`src/rtl/ks_approx_pkg.sv`:
```
// Shared types and helpers for the approximate Kogge-Stone adder pipeline.
// Used by ks_approx_pipe and ks_pg_cell.
package ks_approx_pkg;

   typedef struct packed {
      logic p;
      logic g;
   } pg_t;

   localparam int ERR_CNT_W = 32;

   // Number of Kogge-Stone levels needed to span w bits: ceil(log2(w)).
   function automatic int ks_levels(input int w);
      int lv;
      lv = 0;
      for (int i = 0; i < 31; i++) begin
         if ((1 << i) < w) lv = i + 1;
      end
      return lv;
   endfunction

endpackage

```
`src/rtl/ks_pg_cell.sv`:
```
// Kogge-Stone black cell: merges a higher (generate, propagate) span with the
// adjacent lower span.
module ks_pg_cell
   import ks_approx_pkg::*;
(
   input  pg_t i_hi,
   input  pg_t i_lo,
   output pg_t o_pg
);

   assign o_pg.g = i_hi.g | (i_hi.p & i_lo.g);
   assign o_pg.p = i_hi.p & i_lo.p;

endmodule

```
`src/rtl/ks_approx_pipe.sv`:
```
// Three-stage approximate adder: the low K bits use local generate only, the
// upper bits use a Kogge-Stone prefix tree. Macro KS_ERR_MON_EN adds an exact-sum error monitor.
module ks_approx_pipe
   import ks_approx_pkg::*;
#(
   parameter int WIDTH = 16,
   parameter int KW    = $clog2(WIDTH + 1)
)
(
   input  logic                 clk,
   input  logic                 rst_n,
   input  logic                 in_valid,
   output logic                 in_ready,
   input  logic [WIDTH-1:0]     a,
   input  logic [WIDTH-1:0]     b,
   input  logic                 cin,
   input  logic [KW-1:0]        k,
   output logic                 out_valid,
   input  logic                 out_ready,
   output logic [WIDTH:0]       sum,
   output logic                 err_flag,
   output logic [ERR_CNT_W-1:0] err_cnt
);

   localparam int          LVLS    = ks_levels(WIDTH);
   localparam logic [31:0] WIDTH_U = 32'(WIDTH);

   // Handshake: a beat moves on an edge where valid&ready; a full stage holds
   // while its successor holds, an empty stage always loads (bubbles collapse).
   logic w_en1, w_en2, w_en3, w_accept;
   logic r_s1_v, r_s2_v, r_s3_v;

   assign in_ready  = !(r_s3_v & !out_ready);
   assign w_accept  = in_valid & in_ready;
   assign w_en3     = !r_s3_v | out_ready;
   assign w_en2     = !r_s2_v | w_en3;
   assign w_en1     = !r_s1_v | w_en2;

   // ---------------- Stage 1: p/g, clamped k, cin ----------------
   logic [WIDTH-1:0] r_s1_p, r_s1_g;
   logic [KW-1:0]    r_s1_k;
   logic             r_s1_cin;
   logic [KW-1:0]    w_k_clamp;

   always_comb begin
      w_k_clamp = k;
      if (32'(k) > WIDTH_U) w_k_clamp = KW'(WIDTH);
   end

   always_ff @(posedge clk) begin
      if (!rst_n)     r_s1_v <= 1'b0;
      else if (w_en1) r_s1_v <= w_accept;
   end

   always_ff @(posedge clk) begin
      if (w_accept) begin
         r_s1_p   <= a ^ b;
         r_s1_g   <= a & b;
         r_s1_k   <= w_k_clamp;
         r_s1_cin <= cin;
      end
   end

   // ---------------- Prefix tree between S1 and S2 ----------------
   // Bits below K-1 are killed and bit K-1 becomes a pure generator, so a
   // plain prefix from bit 0 yields G[j:K] | P[j:K] & c(K-1) for j >= K.
   logic [31:0]      w_k32;
   pg_t [WIDTH-1:0]  w_mod;
   pg_t [WIDTH-1:0]  w_pref;
   logic [WIDTH-1:0] w_carry;
   logic [WIDTH-1:0] w_pref_p;
   logic             w_unused_p;

   assign w_k32 = 32'(r_s1_k);

   always_comb begin
      w_mod = '0;
      for (int unsigned j = 0; j < WIDTH; j++) begin
         if (j >= w_k32) begin
            w_mod[j].p = r_s1_p[j];
            w_mod[j].g = r_s1_g[j];
         end else if (j + 1 == w_k32) begin
            w_mod[j].g = r_s1_g[j];
         end
      end
      if (w_k32 == 32'd0) w_mod[0].g = r_s1_g[0] | (r_s1_p[0] & r_s1_cin);
   end

   for (genvar l = 0; l <= LVLS; l++) begin : g_lvl
      pg_t [WIDTH-1:0] w_pg;
      if (l == 0) begin : g_leaf
         assign w_pg = w_mod;
      end else begin : g_node
         for (genvar j = 0; j < WIDTH; j++) begin : g_bit
            if (j >= (1 << (l - 1))) begin : g_cell
               ks_pg_cell u_cell (
                  .i_hi (g_lvl[l-1].w_pg[j]),
                  .i_lo (g_lvl[l-1].w_pg[j-(1<<(l-1))]),
                  .o_pg (w_pg[j])
               );
            end else begin : g_pass
               assign w_pg[j] = g_lvl[l-1].w_pg[j];
            end
         end
      end
   end

   assign w_pref = g_lvl[LVLS].w_pg;

   always_comb begin
      w_carry  = '0;
      w_pref_p = '0;
      for (int unsigned j = 0; j < WIDTH; j++) begin
         w_carry[j]  = (j < w_k32) ? r_s1_g[j] : w_pref[j].g;
         w_pref_p[j] = w_pref[j].p;
      end
   end

   assign w_unused_p = ^w_pref_p;

   // ---------------- Stage 2: carries ----------------
   logic [WIDTH-1:0] r_s2_c, r_s2_p;
   logic             r_s2_c0;

   always_ff @(posedge clk) begin
      if (!rst_n)     r_s2_v <= 1'b0;
      else if (w_en2) r_s2_v <= r_s1_v;
   end

   always_ff @(posedge clk) begin
      if (w_en2 && r_s1_v) begin
         r_s2_c  <= w_carry;
         r_s2_p  <= r_s1_p;
         r_s2_c0 <= (w_k32 == 32'd0) & r_s1_cin;
      end
   end

   // ---------------- Stage 3: sum ----------------
   logic [WIDTH:0] w_sum;
   logic [WIDTH:0] r_s3_sum;

   assign w_sum = {r_s2_c[WIDTH-1], r_s2_p ^ {r_s2_c[WIDTH-2:0], r_s2_c0}};

   always_ff @(posedge clk) begin
      if (!rst_n) begin
         r_s3_v   <= 1'b0;
         r_s3_sum <= '0;
      end else if (w_en3) begin
         r_s3_v <= r_s2_v;
         if (r_s2_v) r_s3_sum <= w_sum;
      end
   end

   assign out_valid = r_s3_v;
   assign sum       = r_s3_sum;

`ifdef KS_ERR_MON_EN
   logic [WIDTH:0]         r_s1_exact, r_s2_exact;
   logic                   r_s3_err;
   logic [ERR_CNT_W-1:0]   r_err_cnt;

   always_ff @(posedge clk) begin
      if (w_accept) r_s1_exact <= {1'b0, a} + {1'b0, b} + {{WIDTH{1'b0}}, cin};
      if (w_en2 && r_s1_v) r_s2_exact <= r_s1_exact;
   end

   always_ff @(posedge clk) begin
      if (!rst_n) begin
         r_s3_err  <= 1'b0;
         r_err_cnt <= '0;
      end else begin
         if (w_en3 && r_s2_v) r_s3_err <= (w_sum != r_s2_exact);
         if (r_s3_v && out_ready && r_s3_err && (r_err_cnt != '1))
            r_err_cnt <= r_err_cnt + ERR_CNT_W'(1);
      end
   end

   assign err_flag = r_s3_v & r_s3_err;
   assign err_cnt  = r_err_cnt;
`else
   assign err_flag = 1'b0;
   assign err_cnt  = '0;
`endif

endmodule

```
`config.mk`:
```
export PLATFORM = sky130hd
export DESIGN_NAME = ks_approx_pipe
export DESIGN_NICKNAME = d
export VERILOG_FILES = /design/src/rtl/ks_approx_pkg.sv /design/src/rtl/ks_pg_cell.sv /design/src/rtl/ks_approx_pipe.sv
export SDC_FILE = /design/constraint.sdc
export NUM_CORES = 1
export LEC_CHECK = 0
export BUFFER_PORTS_ARGS = -buffer_cell sky130_fd_sc_hd__buf_2
export CAP_MARGIN = 20
export CELL_PAD_IN_SITES_DETAIL_PLACEMENT = 1
export CELL_PAD_IN_SITES_GLOBAL_PLACEMENT = 2
export CORE_UTILIZATION = 39
export DETAILED_ROUTE_END_ITERATION = 8
export GPL_TIMING_DRIVEN = 0
export PLACE_DENSITY = 0.84
export SYNTH_ARGS = -nofsm -noshare
export SYNTH_HDL_FRONTEND = slang
export SYNTH_HIERARCHICAL = 1
export SYNTH_SLANG_ARGS = --single-unit
```
`constraint.sdc`:
```
create_clock -name clk -period 6.8 [get_ports clk]
set_input_delay 2.04 -clock clk [delete_from_list [all_inputs] [get_ports clk]]
set_output_delay 2.04 -clock clk [all_outputs]
set_load 0.01 [all_outputs]
```
# After elaboration in Yosys (flattened, before gate mapping)
# Index checks and enable logic that the tools add are counted.
[classes] n_lt_le_gt_ge=33 n_reduce_logical=8 n_mux=64 n_div=0 multipliers=0 eq_ne=16 bitwise_logic=143 shifts=0 addsub=0
[ops] op="bitwise AND 1 bit" count=87
[ops] op="2-to-1 mux 1 bit" count=64
[ops] op="OR 1 bit" count=53
[ops] op="equality test 4 x 5 -> 1 bit (first input constant)" count=8
[ops] op="greater-or-equal comparator 4 x 5 -> 1 bit (first input constant)" count=8
[ops] op="less-than comparator 4 x 5 -> 1 bit (first input constant)" count=8
[ops] op="zero test 32 bit" count=1
[ops] op="bitwise XOR 16 bit" count=2
[ops] op="equality test 3 x 5 -> 1 bit (first input constant)" count=4
[ops] op="greater-or-equal comparator 3 x 5 -> 1 bit (first input constant)" count=4
[ops] op="less-than comparator 3 x 5 -> 1 bit (first input constant)" count=4
[ops] op="bitwise AND 16 bit" count=1
[ops] op="equality test 2 x 5 -> 1 bit (first input constant)" count=2
[ops] op="greater-or-equal comparator 1 x 5 -> 1 bit (first input constant)" count=2
[ops] op="greater-or-equal comparator 2 x 5 -> 1 bit (first input constant)" count=2
[ops] op="less-than comparator 1 x 5 -> 1 bit (first input constant)" count=2
[ops] op="less-than comparator 2 x 5 -> 1 bit (first input constant)" count=2
[ops] op="equality test 1 x 5 -> 1 bit (first input constant)" count=1
[ops] op="equality test 5 bit (first input constant)" count=1
[ops] op="> comparator 5 bit (second input constant)" count=1
[ops] op="zero test 1 bit" count=5
[ops] op="AND reduction 2 bit" count=1
[ops] op="logical AND 1 bit" count=1
[word_totals] mem_bits_ro=0 input_bits=42 ramBits=0 out_inout_bits=52 reg_bits=91 latch_bits=0 n_memories=0

# Logic depth before layout (Yosys ltp)
# Gate-level depths: netlist of the first run.
[logic_depth] word_depth=13 depth_mapped=9 mapped_depth_nobuf=8

# By module
# Netlist of the first run, hierarchy kept.
[modules_own_cells] module="ks_approx_pipe" seq_area_each_um2=2532.4 cells_per_inst=297 instances=1 area_each_um2=4017.6
[modules_own_cells] module="ks_pg_cell" seq_area_each_um2=0.0 cells_per_inst=2 instances=49 area_each_um2=15.0

# Least setup slack after synthesis of the first run
# OpenSTA, ideal clock, no wires.
[synth_timing] kind="input to register" from="input port out_ready" to="register r_s2_c0, enable pin" slack_ps=1753 cell_stages=2 arrival_time_ps=4573 path_cell_list="nor2b_1 a21boi_0"
[synth_between] elab_chain_len=3
[synth_lines] element="start, declared" line_no="ks_approx_pipe.sv:19" source="input logic out_ready,"
[synth_lines] element="OR 1 bit" line_no="ks_approx_pipe.sv:35" source="assign w_en3 = !r_s3_v | out_ready;"
[synth_lines] element="OR 1 bit" line_no="ks_approx_pipe.sv:36" source="assign w_en2 = !r_s2_v | w_en3;"
[synth_lines] element="logical AND 1 bit" line_no="ks_approx_pipe.sv:131" source="if (w_en2 && r_s1_v) begin"
[synth_lines] element="end signal, assigned" line_no="ks_approx_pipe.sv:134" source="r_s2_c0 <= (w_k32 == 32'd0) & r_s1_cin;"
[synth_lines] element="end, declared" line_no="ks_approx_pipe.sv:123" source="logic r_s2_c0;"
# No other way between the ends.
# A chain may end at the register's enable or synchronous reset.

# Worst setup path in the final report of the first run
[layout_timing] from="input port out_ready" to="output port in_ready"
[layout_between] elab_chain_len=3
[layout_lines] element="zero test 1 bit" line_no="ks_approx_pipe.sv:33" source="assign in_ready = !(r_s3_v & !out_ready);"
[layout_lines] element="bitwise AND 1 bit" line_no="ks_approx_pipe.sv:33"
[layout_lines] element="zero test 1 bit" line_no="ks_approx_pipe.sv:33"
[layout_lines] element="end, declared" line_no="ks_approx_pipe.sv:13" source="output logic in_ready,"
# No other way between the ends.

==> impl_metrics.tcl, run 1 <==
set metrics [dict create \
    dp.cells 615 \
    totalPowerFinal_mw 1.36 \
    worst_slew_pin_slew_ns 1.00 \
    crit_fanout 10 \
    dpl-instance-area_sq_um 5260 \
    slew_headroom_pct 33.0 \
    antenna_found_initial 0 \
    cpMostUsedCell "buf_2" \
    groute.usage.overall_pct 17.2 \
    dp_slack_ns 1.65 \
    drive_above_1_share_pct 34.0 \
    cts_buffers 9 \
    fin_crit_ns 5.15 \
    cts_root_buf "clkbuf_16" \
    rsz0062_at_grt "false" \
    power_density_nw_per_um2 244 \
    hp-class "reg -> reg" \
    wl_per_cell_um 15.4 \
    skew_ns 0.00630 \
    whs_ns 0.467 \
    status "complete, but fails checks" \
    critPathCaptureType "output pin" \
    fin_nets 541 \
    grt_max_degree 34 \
    path_clk_slew_ns 0.07 \
    wl_met1_um 4410 \
    core_region_area_sq_um 11500 \
    violations "DRC" \
    drv_slew 0 \
    antenna_left 0 \
    num_vias 3012 \
    final_cell_mix "edfxtp_1, buf_2, a21o_1" \
    vdd_drop_max_mv 0.118 \
    cts_hold_buf 0 \
    cts_tree "done" \
    fp.dieH_um 111 \
    critical_path_arrival_ns 3.11 \
    top_level_ports 94 \
    power.leakage_nw 2.66 \
    n_antenna_cell 0 \
    core.rowCount 39 \
    fp.dieArea_sq_um 12300 \
    finalNonFillerCells 631 \
    die_w_um 111 \
    grt_pass1_wl_um 16100 \
    wl_met2_um 4680 \
    critPathMaxStageDelay_ns 0.41 \
    post_cts_buffers 0 \
    cp_data_required_time_ns 4.76 \
    worst-setup-path-type "in -> out" \
    viasPerCell 4.77 \
    drt_wl_total_um 9700 \
    initial_utilization_pct 40.2 \
    clockBufferDepth 2 \
    drc 22 \
    drt_iter0_markers 105 \
    highest_layer "met4" \
    area_growth_pct 20.6 \
    clkSinkCount 91 \
    layout_commonest_cell "edfxtp_1" \
    crit_chain "buf_2 > nor2b_1 > inv_1 > clkbuf_1 > buf_2" \
    setup_viol 0 \
    portBuffers 60 \
    syn_inst 379 \
    timing.final.ws_setup_ns 1.65 \
    cap_viol_max_count 0 \
    clk_latency_ns 0.34 \
    wl_met3_um 470 \
    yosysWarnings 6 \
    fmax_ghz 0.194 \
    start_kind "input port" \
    syn_area_per_cell_sq_um 12.2 \
    drtPass1Iterations 6 \
    fin_crit_sh_pct 75.7 \
    ctsResizeCount 0 \
    finalSetupTns_ns 0 \
    grt_pass1_vias 3180 \
    worst_path_max_delay_cell "nor2b_1" \
    dp_hpwl_um 7740 \
    final_hold_viol_count 0 \
    cts_max_level 3 \
    final_area_sq_um 5590 \
    fill_cells 1243 \
    grt_overflow 0 \
    fin_util_pct 48.5 \
    syn_area_sq_um 4630 \
    place_congestion 0.848 \
]
worst max-delay path, delay by kind of cell:
kind	cells	cell delay, ns
buffers and inverters	4	0.65
AND/OR/NAND/NOR	1	0.41
layer usage:
layer  vias up  track usage (%)
li1       1519                -
met1      1407             21.2
met2        78             29.4
met3         8             3.99
met4         0             6.30
met5         -                0
area by class of cell:
type	count	area, sq um	area share (%)
Buffer	46	313	5.60
Clock inverter	7	98.8	1.77
Tap cell	143	179	3.20
Clock buffer	9	225	4.03
Timing Repair Buffer	61	320	5.73
Multi-Input combinational cell	268	1900	33.9
Sequential cell	91	2530	45.3
Inverter	6	22.5	0.403
final timing paths:
path                    from         end  slack (ns)  cells past startpoint
setup / recovery   out_ready    in_ready        1.65                      5
hold / removal    r_s1_p[13]  r_s2_p[13]        0.47                      0
setup reg to reg   r_s1_k[4]  r_s2_c[11]        4.18                      8
hold reg to reg   r_s1_p[13]  r_s2_p[13]        0.47                      0
state kept, by name (all words and copies together), names as in the netlist, 5 cells and up:
name / flops
r_s1_g: 16
sum: 17
r_s2_p: 16
r_s1_p: 16
r_s1_k: 5
r_s2_c: 16
where the power goes:
part	leakage (nW)	internal (mW)	switching, mW
logic	1.64	0.0730	0.0813
registers	0.855	0.641	0.0192
clock network	0.158	0.325	0.221
total	2.66	1.04	0.321
Power figures use the tool's default switching activity.
==> run 2, diff against run 1 <==
- CORE_UTILIZATION: 39 -> 36
- PLACE_DENSITY: 0.84 -> 0.78
- clock period: 6.8 -> 4.9 ns (I/O delays scaled with it)
==> run 2 against run 1 <==
Compared with the run above:
- critical path type unchanged
- flip-flop and latch count is the same
- via count decreased by 1.8%
- the flow now finishes without violations
- sequential share of layout area down 0.34 points
- global-route usage decreased by 1.6 points
==> impl_metrics.tcl, run 2 (synthesis results as in run 1) <==
set metrics [dict create \
    status "finished, final reports clean" \
    drt_iter0_markers 73 \
    final_hold_viol_count 0 \
    worst_slew_pin_slew_ns 1.01 \
    critPathMaxStageDelay_ns 0.41 \
    slew_headroom_pct 32.4 \
    drt_wl_total_um 9710 \
    crit_chain "buf_2 > nor2b_1 > inv_1 > clkbuf_1 > buf_2" \
    initial_utilization_pct 36.9 \
    hp-class "reg -> reg" \
    n_antenna_cell 0 \
    fin_util_pct 44.8 \
    wl_per_cell_um 14.7 \
    grt_busiest_layer "met2" \
    cp_data_required_time_ns 3.43 \
    clockBufferDepth 2 \
    layout_commonest_cell "edfxtp_1" \
    drive_above_1_share_pct 34.0 \
    drc 0 \
    cts_tree "done" \
    crit_fanout 10 \
    groute.usage.overall_pct 15.6 \
    dp_hpwl_um 7880 \
    cts_max_level 3 \
    fin_nets 541 \
    drtPass1Iterations 4 \
    fin_crit_sh_pct 81.7 \
    worst_path_max_delay_cell "nor2b_1" \
    num_vias 2957 \
    grt_pass1_wl_um 15400 \
    vdd_drop_max_mv 0.176 \
    fp.dieH_um 115 \
    dpl-instance-area_sq_um 5310 \
    cpMostUsedCell "buf_2" \
    grt_overflow 0 \
    skew_ns 0.00759 \
    core_region_area_sq_um 12600 \
    fp.dieArea_sq_um 13300 \
    place_congestion 0.887 \
    worst-setup-path-type "in -> out" \
    largest_register_ffs 17 \
    antenna_left 0 \
    cts_root_buf "clkbuf_16" \
    grt_pass1_vias 3058 \
    core.rowCount 41 \
    drv_slew 0 \
    final_cell_mix "edfxtp_1, buf_2, a21o_1" \
    cts_buffers 9 \
    fmax_ghz 0.250 \
    fin_crit_ns 4.00 \
    viasPerCell 4.48 \
    critPathCaptureType "output pin" \
    portBuffers 60 \
    cap_viol_max_count 0 \
    rsz0062_at_grt "false" \
    start_kind "input port" \
    grt_max_degree 34 \
    area_growth_pct 21.5 \
    critical_path_arrival_ns 2.53 \
    clk_latency_ns 0.34 \
    clkSinkCount 91 \
    setup_viol 0 \
    top_level_ports 94 \
    grt_use_met2_pct 26.7 \
    cts_hold_buf 0 \
    die_w_um 115 \
    gr-usage-met3_pct 3.35 \
    power.leakage_nw 2.66 \
    antenna_found_initial 0 \
    power_density_nw_per_um2 331 \
    path_clk_slew_ns 0.07 \
    post_cts_buffers 0 \
    ctsResizeCount 0 \
    grt_util_met1_pct 19.9 \
    final_area_sq_um 5630 \
]
-- run 2: cell count changes in the layout (fill, tap and decap cells not counted), sizes merged --
cell / change
clkbuf: +3
inv: -2
clkinvlp: +1
clkinv: -1
bufinv: -1
-- run 2: power by group --
group | leakage, nW | internal [mW] | switching (mW)
Combinational | 1.65 | 0.102 | 0.112
Clock | 0.155 | 0.443 | 0.292
Sequential | 0.855 | 0.890 | 0.0260
-- run 2: final timing paths --
| kind | from | end | slack [ns] | depth (start not counted) |
|---|---|---|---|---|
| setup reg to reg | r_s1_k[4] | r_s2_c[15] | 2.23 | 8 |
| hold reg to reg | r_s1_p[13] | r_s2_p[13] | 0.47 | 0 |
| hold / removal | r_s1_p[13] | r_s2_p[13] | 0.47 | 0 |
| setup / recovery | out_ready | in_ready | 0.90 | 5 |
-- run 2: per-stage QoR --
step	cells	power [mW]	TNS, ns	hold slack (ns)	setup WS, ns
final	660	1.87	0	0.465	0.896
after floorplan	411	1.07	0	0.417	0.423
after global placement	643	1.14	-10.10	0.447	-0.308
after detailed placement	644	1.15	0	0.442	0.869
after global routing	660	1.94	0	0.486	0.742
after CTS	660	1.89	0	0.463	0.871
-- run 2: critical path, delay by kind of cell --
family        cells  cell delay (ns)
simple gates      1             0.41
buf+inv           4             0.66
-- run 2: final cells by class --
class,instances,area [sq um]
Buffer,46,313
Clock inverter,4,55.1
Tap cell,172,215
Multi-Input combinational cell,268,1900
Inverter,6,22.5
Timing Repair Buffer,61,328
Sequential cell,91,2530
Fill cell,1404,6940
Clock buffer,12,268
-- run 2: per-layer routing --
metal | up-vias | wire, um
met5 | - | 0
met4 | 0 | 104
met3 | 8 | 459
met2 | 76 | 4660
met1 | 1365 | 4490
li1 | 1508 | -
